**src/rtl/r2sdf_reorder.sv**
```systemverilog
// Output reorder stage of the R2SDF FFT: turns the bit-reversed frame from the last
// butterfly stage into natural order through a ping-pong pair of 2^N-deep banks.
module r2sdf_reorder #(
    parameter int N = 3,
    parameter int W = 32
) (
    input  logic         clk,
    input  logic         reset,
    input  logic         start_ip,
    input  logic [W-1:0] ip_re,
    input  logic [W-1:0] ip_im,
    output logic [W-1:0] op_re,
    output logic [W-1:0] op_im,
    output logic         start_op,
    output logic         valid_op,
    output logic         frame_abort
);

    localparam int DEPTH = 1 << N;
    localparam logic [N-1:0] LAST = '1;
    localparam logic [N-1:0] ONE  = N'(1);

    // Write side state
    logic         wr_active_q, wr_active_d;
    logic [N-1:0] wr_cnt_q, wr_cnt_d;
    logic         wr_bank_q, wr_bank_d;

    // Read side state
    logic [N-1:0] rd_cnt_q, rd_cnt_d;
    logic         rd_bank_q, rd_bank_d;
    logic         valid_q, valid_d;
    logic         start_q, start_d;
    logic [W-1:0] op_re_q, op_re_d;
    logic [W-1:0] op_im_q, op_im_d;

    logic         wr_en;
    logic [N-1:0] wr_idx;
    logic [N-1:0] wr_addr;
    logic         handoff;
    logic         rd_en;
    logic [N-1:0] rd_idx;
    logic [N:0]   rd_addr;
    logic [2*W-1:0] rd_word;

    logic [2*W-1:0] mem [0:2*DEPTH-1];

    generate
        for (genvar gi = 0; gi < N; gi++) begin : g_bitrev
            assign wr_addr[gi] = wr_idx[N-1-gi];
        end
    endgenerate

    // start_ip always wins: it either opens a frame from idle or restarts the current one.
    always_comb begin
        wr_en       = start_ip | wr_active_q;
        wr_idx      = start_ip ? '0 : wr_cnt_q;
        handoff     = wr_active_q & ~start_ip & (wr_cnt_q == LAST);
        frame_abort = start_ip & wr_active_q;
        wr_bank_d   = wr_bank_q ^ handoff;
        wr_active_d = wr_active_q;
        wr_cnt_d    = wr_cnt_q;
        if (start_ip) begin
            wr_active_d = 1'b1;
            wr_cnt_d    = ONE;
        end else if (wr_active_q) begin
            if (wr_cnt_q == LAST) begin
                wr_active_d = 1'b0;
                wr_cnt_d    = '0;
            end else begin
                wr_cnt_d = wr_cnt_q + ONE;
            end
        end
    end

    // Address 0 of the just-finished bank is fetched in the same cycle as its last write;
    // the last write goes to address 2^N-1, so the two never collide.
    always_comb begin
        rd_en     = 1'b0;
        rd_idx    = rd_cnt_q;
        rd_cnt_d  = rd_cnt_q;
        rd_bank_d = rd_bank_q;
        valid_d   = 1'b0;
        start_d   = 1'b0;
        if (handoff) begin
            rd_en     = 1'b1;
            rd_idx    = '0;
            rd_cnt_d  = '0;
            rd_bank_d = wr_bank_q;
            valid_d   = 1'b1;
            start_d   = 1'b1;
        end else if (valid_q && (rd_cnt_q != LAST)) begin
            rd_en    = 1'b1;
            rd_idx   = rd_cnt_q + ONE;
            rd_cnt_d = rd_cnt_q + ONE;
            valid_d  = 1'b1;
        end
        rd_addr = {rd_bank_d, rd_idx};
        rd_word = mem[rd_addr];
        op_re_d = op_re_q;
        op_im_d = op_im_q;
        if (rd_en) begin
            op_re_d = rd_word[2*W-1:W];
            op_im_d = rd_word[W-1:0];
        end
    end

    always_ff @(posedge clk) begin
        if (wr_en) begin
            mem[{wr_bank_q, wr_addr}] <= {ip_re, ip_im};
        end
    end

    always_ff @(posedge clk or negedge reset) begin
        if (!reset) begin
            wr_active_q <= 1'b0;
            wr_cnt_q    <= '0;
            wr_bank_q   <= 1'b0;
            rd_cnt_q    <= '0;
            rd_bank_q   <= 1'b0;
            valid_q     <= 1'b0;
            start_q     <= 1'b0;
            op_re_q     <= '0;
            op_im_q     <= '0;
        end else begin
            wr_active_q <= wr_active_d;
            wr_cnt_q    <= wr_cnt_d;
            wr_bank_q   <= wr_bank_d;
            rd_cnt_q    <= rd_cnt_d;
            rd_bank_q   <= rd_bank_d;
            valid_q     <= valid_d;
            start_q     <= start_d;
            op_re_q     <= op_re_d;
            op_im_q     <= op_im_d;
        end
    end

    assign op_re    = op_re_q;
    assign op_im    = op_im_q;
    assign start_op = start_q;
    assign valid_op = valid_q;

endmodule

```
**config.mk**
```make
export PLATFORM = sky130hd
export DESIGN_NAME = r2sdf_reorder
export DESIGN_NICKNAME = d
export VERILOG_FILES = /design/src/rtl/r2sdf_reorder.sv
export SDC_FILE = /design/constraint.sdc
export NUM_CORES = 1
export LEC_CHECK = 0
export ABC_CLOCK_PERIOD_IN_PS = 17550
export CAP_MARGIN = 5
export CORE_ASPECT_RATIO = 0.9
export CORE_UTILIZATION = 60
export CTS_CLUSTER_DIAMETER = 120
export DETAILED_ROUTE_END_ITERATION = 12
export PLACE_DENSITY_LB_ADDON = 0.1
export REMOVE_ABC_BUFFERS = 1
export SLEW_MARGIN = 10
export SYNTH_ARGS = -nofsm -noshare
export SYNTH_HDL_FRONTEND = slang
export SYNTH_SLANG_ARGS = --single-unit
```
**constraint.sdc**
```tcl
create_clock -name clk -period 17.55 [get_ports clk]
set_input_delay 3.51 -clock clk [delete_from_list [all_inputs] [get_ports clk]]
set_output_delay 3.51 -clock clk [all_outputs]
set_load 0.005 [all_outputs]
```
==> flow_metrics.py <==
metrics = {
    "cts": {
        "htreeDepth": 3,
        "clock_path_buffers": 3,
        "clock-sinks": 1099,
        "post_cts_buffers": 0,
        "hold_buffers": 0,
        "clk_pin_slew_worst_paths_ps": 60,
        "cts_tree": "done",
        "ctsResizeCount": 0,
        "root_buffer": "clkbuf_16",
        "clk_latency_ps": 660,
        "numCtsBuffers": 102,
    },
    "critical_path": {
        "crit_path_top_delay_cell": "clkdlybuf4s50_1",
        "reg2reg_to": "op_im[5]$_DFFE_PN0P_",
        "rr_startpoint": "rd_cnt_q[0]$_DFF_PN0_",
        "crit_fanout": 8,
        "crit_path_start_kind": "input port",
        "critPathKind": "input port to output pin",
        "crit_required_ps": 14040,
        "worst-path-buf-inv": 2,
        "worst_path_most_repeated_cell": "clkdlybuf4s50_1",
        "crit_path_cell_trace": "clkdlybuf4s50_1 -> and2_1 -> clkdlybuf4s50_1",
        "path_depth": 3,
        "reg2reg_depth": 11,
        "cp.arrival_ps": 4780,
        "crit_family": "buffers and inverters",
        "ff2ff_setup_slack_ps": 12420,
        "critPathMaxStageDelay_ps": 610,
        "end_kind": "output pin",
    },
    "worst_hold_path": {
        "hold_start": "op_re[31]$_DFFE_PN0P_",
        "hold_end": "op_re[31]$_DFFE_PN0P_",
        "min_delay_path_depth": 2,
        "hp-class": "flop to flop",
    },
    "power": {
        "ir_drop_uv": 267.0,
        "leakage_nw": 15.28,
        "power_density_mw_per_mm2": 170.6,
    },
    "synthesis": {
        "syn_area_mm2": 0.04094,
        "synth-main-ff-cell": "edfxtp_1",
        "synthCells": 2505,
        "synth_edf_count": 1024,
        "synth.avg_cell_area_um2": 16.34,
        "synth_cell_types": 49,
        "ys_seq_area_frac": 0.7969,
        "ys_seq_elements": 1099,
        "yosysWarnings": 0,
        "ys_async_sr_fraction": 0.06824,
    },
    "place": {
        "gp_congestion": 0.7799,
        "dp_hpwl_um": 47610,
        "post-place-ws_ps": 9257,
        "dpl.cell_count": 3394,
        "port_buffers": 133,
    },
    "route": {
        "post_drt_wl_per_cell_um": 27.61,
        "vias": 23673,
        "ant_nets": 0,
        "drcViolationCount": 0,
        "drt-pass1-iter-count": 6,
        "via_per_inst": 6.598,
        "wirelength_um": 99080,
        "drtIter0Drc": 2873,
    },
    "finish": {
        "final_cell_mix": "edfxtp_1, nand2_1, clkdlybuf4s50_1",
        "drive_gt1_frac": 0.08665,
        "instances_no_fill": 3588,
        "final_common_cell": "edfxtp_1",
        "num-nets-final": 2695,
        "area_growth_pct": 13.66,
        "final_util": 0.6922,
    },
    "floorplan": {
        "row_count": 90,
        "initial_utilization": 0.6090,
        "die_height_um": 249.8,
        "io_pins": 134,
        "coreArea_mm2": 0.06723,
        "die_area_mm2": 0.06929,
        "fp.dieW_um": 277.4,
    },
    "global_routing": {
        "grt_util_met3": 0.04653,
        "grt_most_used_layer": "met2",
        "grt_overflow": 0,
        "grt_pass1_vias": 23427,
        "use_met2": 0.4629,
        "antenna_found_initial": 6,
        "use_met1": 0.4201,
        "grt_max_degree": 179,
        "grt_pass1_wl_um": 147800,
        "global_route.usage.total": 0.2879,
    },
    "sta": {
        "tightest_slew_ps": 1114,
        "final_hold_viol_count": 0,
        "worst_clock_skew_ps": 23.48,
        "final-setup-viol-count": 0,
        "period_needed_ps": 8289,
        "max_freq_ghz": 0.1206,
        "relSlewSlack": 0.2576,
        "period_share": 0.4723,
        "slew_viol_final": 0,
        "tns_ps": 0,
        "setup_ws_ps": 9261,
        "rsz0062_at_grt": "false",
    },
    "run_status": {
        "status": "finished, final reports clean",
    },
    "flow_run": {
        "cap_viol_max_count": 0,
    },
}
[power by group]
part / switching [W] / internal [W]
clock network: 0.000924 / 0.00128
registers: 0.000118 / 0.00314
logic: 0.00171 / 0.000767
total: 0.00275 / 0.00519
[flip-flops by register name, indices dropped and copies added, names as in the netlist]
name and cells:
rd_cnt_q 3, valid_op 1, op_re 32, wr_active_q 1, wr_bank_q 1, start_op 1, rd_bank_q 1, op_im 32
wr_cnt_q 3, mem 1024
[final cells by class]
type,instances,area (µm²)
antenna,2,5.005
sequential,1099,32630
clock inverter,47,500.5
tap,874,1094
multi-input combinational,1233,7720
timing repair buffer,182,1709
clock buffer,145,2859
fill,4326,20690
inverter,6,22.52
[worst register-to-register path, cell delays in order (launching register included)]
cell	delay [ps]
dfrtp_1	560
ha_1	300
ha_1	210
nand2b_1	480
xnor2_4	330
buf_4	690
buf_4	920
buf_4	880
nand2_1	130
a32oi_1	240
nand4_1	170
nand4_1	170
[routing by layer]
metal	wire, µm	up-vias	share of wire
li1	-	10241	-
met1	40930	12105	0.41
met2	47690	1179	0.48
met3	8599	140	0.087
met4	1802	8	0.018
met5	57	-	0.00058
[logic make-up after synthesis]
logic type      Yosys count  synth area share
mux                      69           0.01699
buf+inv                 173           0.01992
compound gates          460           0.08829
simple gates            697           0.07570
fa+ha+maj                 4          0.001222
flops                  1099            0.7969
xor+xnor                  3          0.001008
[stage by stage]
step	total power, W	instance area (µm²)	hold slack, ps
after floorplan	0.004945	40150	475.5
after global placement	0.005712	43170	496.2
after detailed placement	0.005771	43170	498.7
after CTS	0.007952	46530	512.5
after global routing	0.008239	46540	535.5
final	0.007941	46540	512.5
[cell usage after synthesis (all sizes together) (63+ instances only)]
cell type  count  area, µm²
clkbuf        81      304.0
mux2i         68      684.4
edfxtp      1024      30750
nand2        456       1714
dfrtp         75       1877
o221ai        64      560.5
nand3         69      345.3
a2bb2oi       63      551.8
buf           86      489.2
a31oi         65      412.9
o22ai         63      394.1
nand4        127      794.5
o211ai        63      473.0
o22a          64      560.5
a32oi         64      560.5
[worst max path at each step]
| stage | startpoint | end | slack, ps |
|---|---|---|---|
| 5_1_grt | start_ip | frame_abort | 9210 |
| 2_1_floorplan | rd_cnt_q[0]$_DFF_PN0_ | op_im[0]$_DFFE_PN0P_ | -1000 |
| 3_3_place_gp | start_ip | frame_abort | 9260 |
| 6_report | start_ip | frame_abort | 9260 |
| 3_5_place_dp | start_ip | frame_abort | 9260 |
| 4_1_cts | start_ip | frame_abort | 9250 |
Note: power is estimated with default switching activity, not from simulation.
==> RTL change, RTL diff (same settings) <==
Change the parameter `W` from 32 to 40.
--- a/src/rtl/r2sdf_reorder.sv
+++ b/src/rtl/r2sdf_reorder.sv
@@ -2,7 +2,7 @@
 // butterfly stage into natural order through a ping-pong pair of 2^N-deep banks.
 module r2sdf_reorder #(
     parameter int N = 3,
-    parameter int W = 32
+    parameter int W = 40
 ) (
     input  logic         clk,
     input  logic         reset,
Interface: changed (resized ip_im, ip_re, op_im and op_re); port bits go from 134 to 166. No check against the original RTL was run, so the function may have changed too.
==> RTL change against the unedited design <==
  * Combinational power rose by 38%
  * Synthesized cell count increased by 28%
  * Wire length grew 38%
  * Sequential cell count is 272 higher
  * Total power is 30% higher
  * Die area rose by 26%
  * Worst setup slack got worse by 27 ps
  * Area after synthesis up 26%
  * Utilization rose by 0.29 points
  * Final area rose by 27%
  * Count of clock-buffer cells in the layout is 44 higher
  * Largest cell class unchanged
  * Largest power group unchanged
  * Highest routed layer unchanged
==> RTL change: results (changes against the unedited design) <==
| Metric | Value |
|---|---|
| Non-clock buffer share of cell area | `3.688% (+0.015 points)` |
| Flip-flop count of the largest register after layout | `1280 (+25%)` |
| Layout inverter count without the clock tree | `4 (-2)` |
| Clock insertion delay at the later pin of the skew report | `730 ps (+70 ps)` |
| Non-clock buffer instance count of the final layout | `232 (+27%)` |
| Highest clock frequency the design can meet | `120.3 MHz (-0.32%)` |
| Seq/Total Area, Yosys | `78.67% (-1.0 points)` |
| Global-route wire length before repair | `198.7 mm (+34%)` |
| Met1 wire length | `54.20 mm (+32%)` |
| Worst vdd rail ir drop | `0.0003074 V (+15%)` |
| Iteration-0 DRC count of the detailed router | `3982 (+39%)` |
| Antenna violations before repair | `9 (+3)` |
| Number of distinct library cells after synthesis | `44 (-10%)` |
| Number of buffers inserted by port buffering | `165 (+24%)` |
| GRT Total Usage | `31.46% (+2.7 points)` |
| Result of the run | `finished, final reports clean` |
| Last weighted congestion value of the routability-driven placer | `0.7851 (+0.67%)` |
| Top area cells in the synthesized netlist | `edfxtp_1, dfrtp_1, nand2_1` |
| Number of enable-type register cells in the synthesized netlist | `1280 (+25%)` |
| Count of multi-input combinational gates | `1601 (+30%)` |
| Synthesized area per cell | `16.15 um^2 (-1.2%)` |
| M1 GR Usage | `46.07% (+4.1 points)` |
| Fill cells | `5509 (+27%)` |
| Maximum number of pins on one net before global-route repair | `191 (+6.7%)` |
| Count of clock buffers in the final design | `189 (+30%)` |
| Synth Register Bits | `1371 (+25%)` |
| Diode insertion count for antenna repair | `1 (-1)` |
| Routed length on met2 | `64.04 mm (+34%)` |
| Post-synth ARST share | `6.637% (-0.19 points)` |
| Met3 Resource Use GR | `5.809% (+1.2 points)` |
| Via count | `30960 (+31%)` |
| Terminating pin of the worst hold path | `op_im[34]` |
| Syn-to-layout area delta | `14.07%` |
| Count of H-tree levels built during CTS | `4 (+1)` |
| Via count of the first global-routing pass | `29780 (+27%)` |
| Count of cells along the worst register-to-register path | `12 (+1)` |
-- RTL change: through the flow --
stage	cells	power, uW	hold WS, ps
global route	4584	10650	565.0
CTS	4583	10290	550.5
floorplan	2976	6838	495.5
finish	4584	10300	541.8
global placement	4341	7398	522.9
detailed placement	4341	7493	540.0
-- RTL change: power breakdown --
group | switching, uW | internal [uW] | total [uW]
Combinational | 2370 | 1050 | 3420
Sequential | 151 | 3910 | 4060
Clock | 1180 | 1650 | 2820
-- RTL change: cell families after synthesis --
family / after synthesis / synth area share (%)
AOI/OAI and AO/OA: 806 / 11.30
xor gates and xnor gates: 3 / 0.06529
adders and majority gates: 4 / 0.09671
buffers and inverters: 232 / 1.777
DFF: 1371 / 78.67
muxes: 164 / 3.174
and+or+nand+nor: 624 / 4.913
-- RTL change: critical path: stages --
cell             delay, ps
clkdlybuf4s50_1        630
and2_1                 170
clkdlybuf4s50_1        500
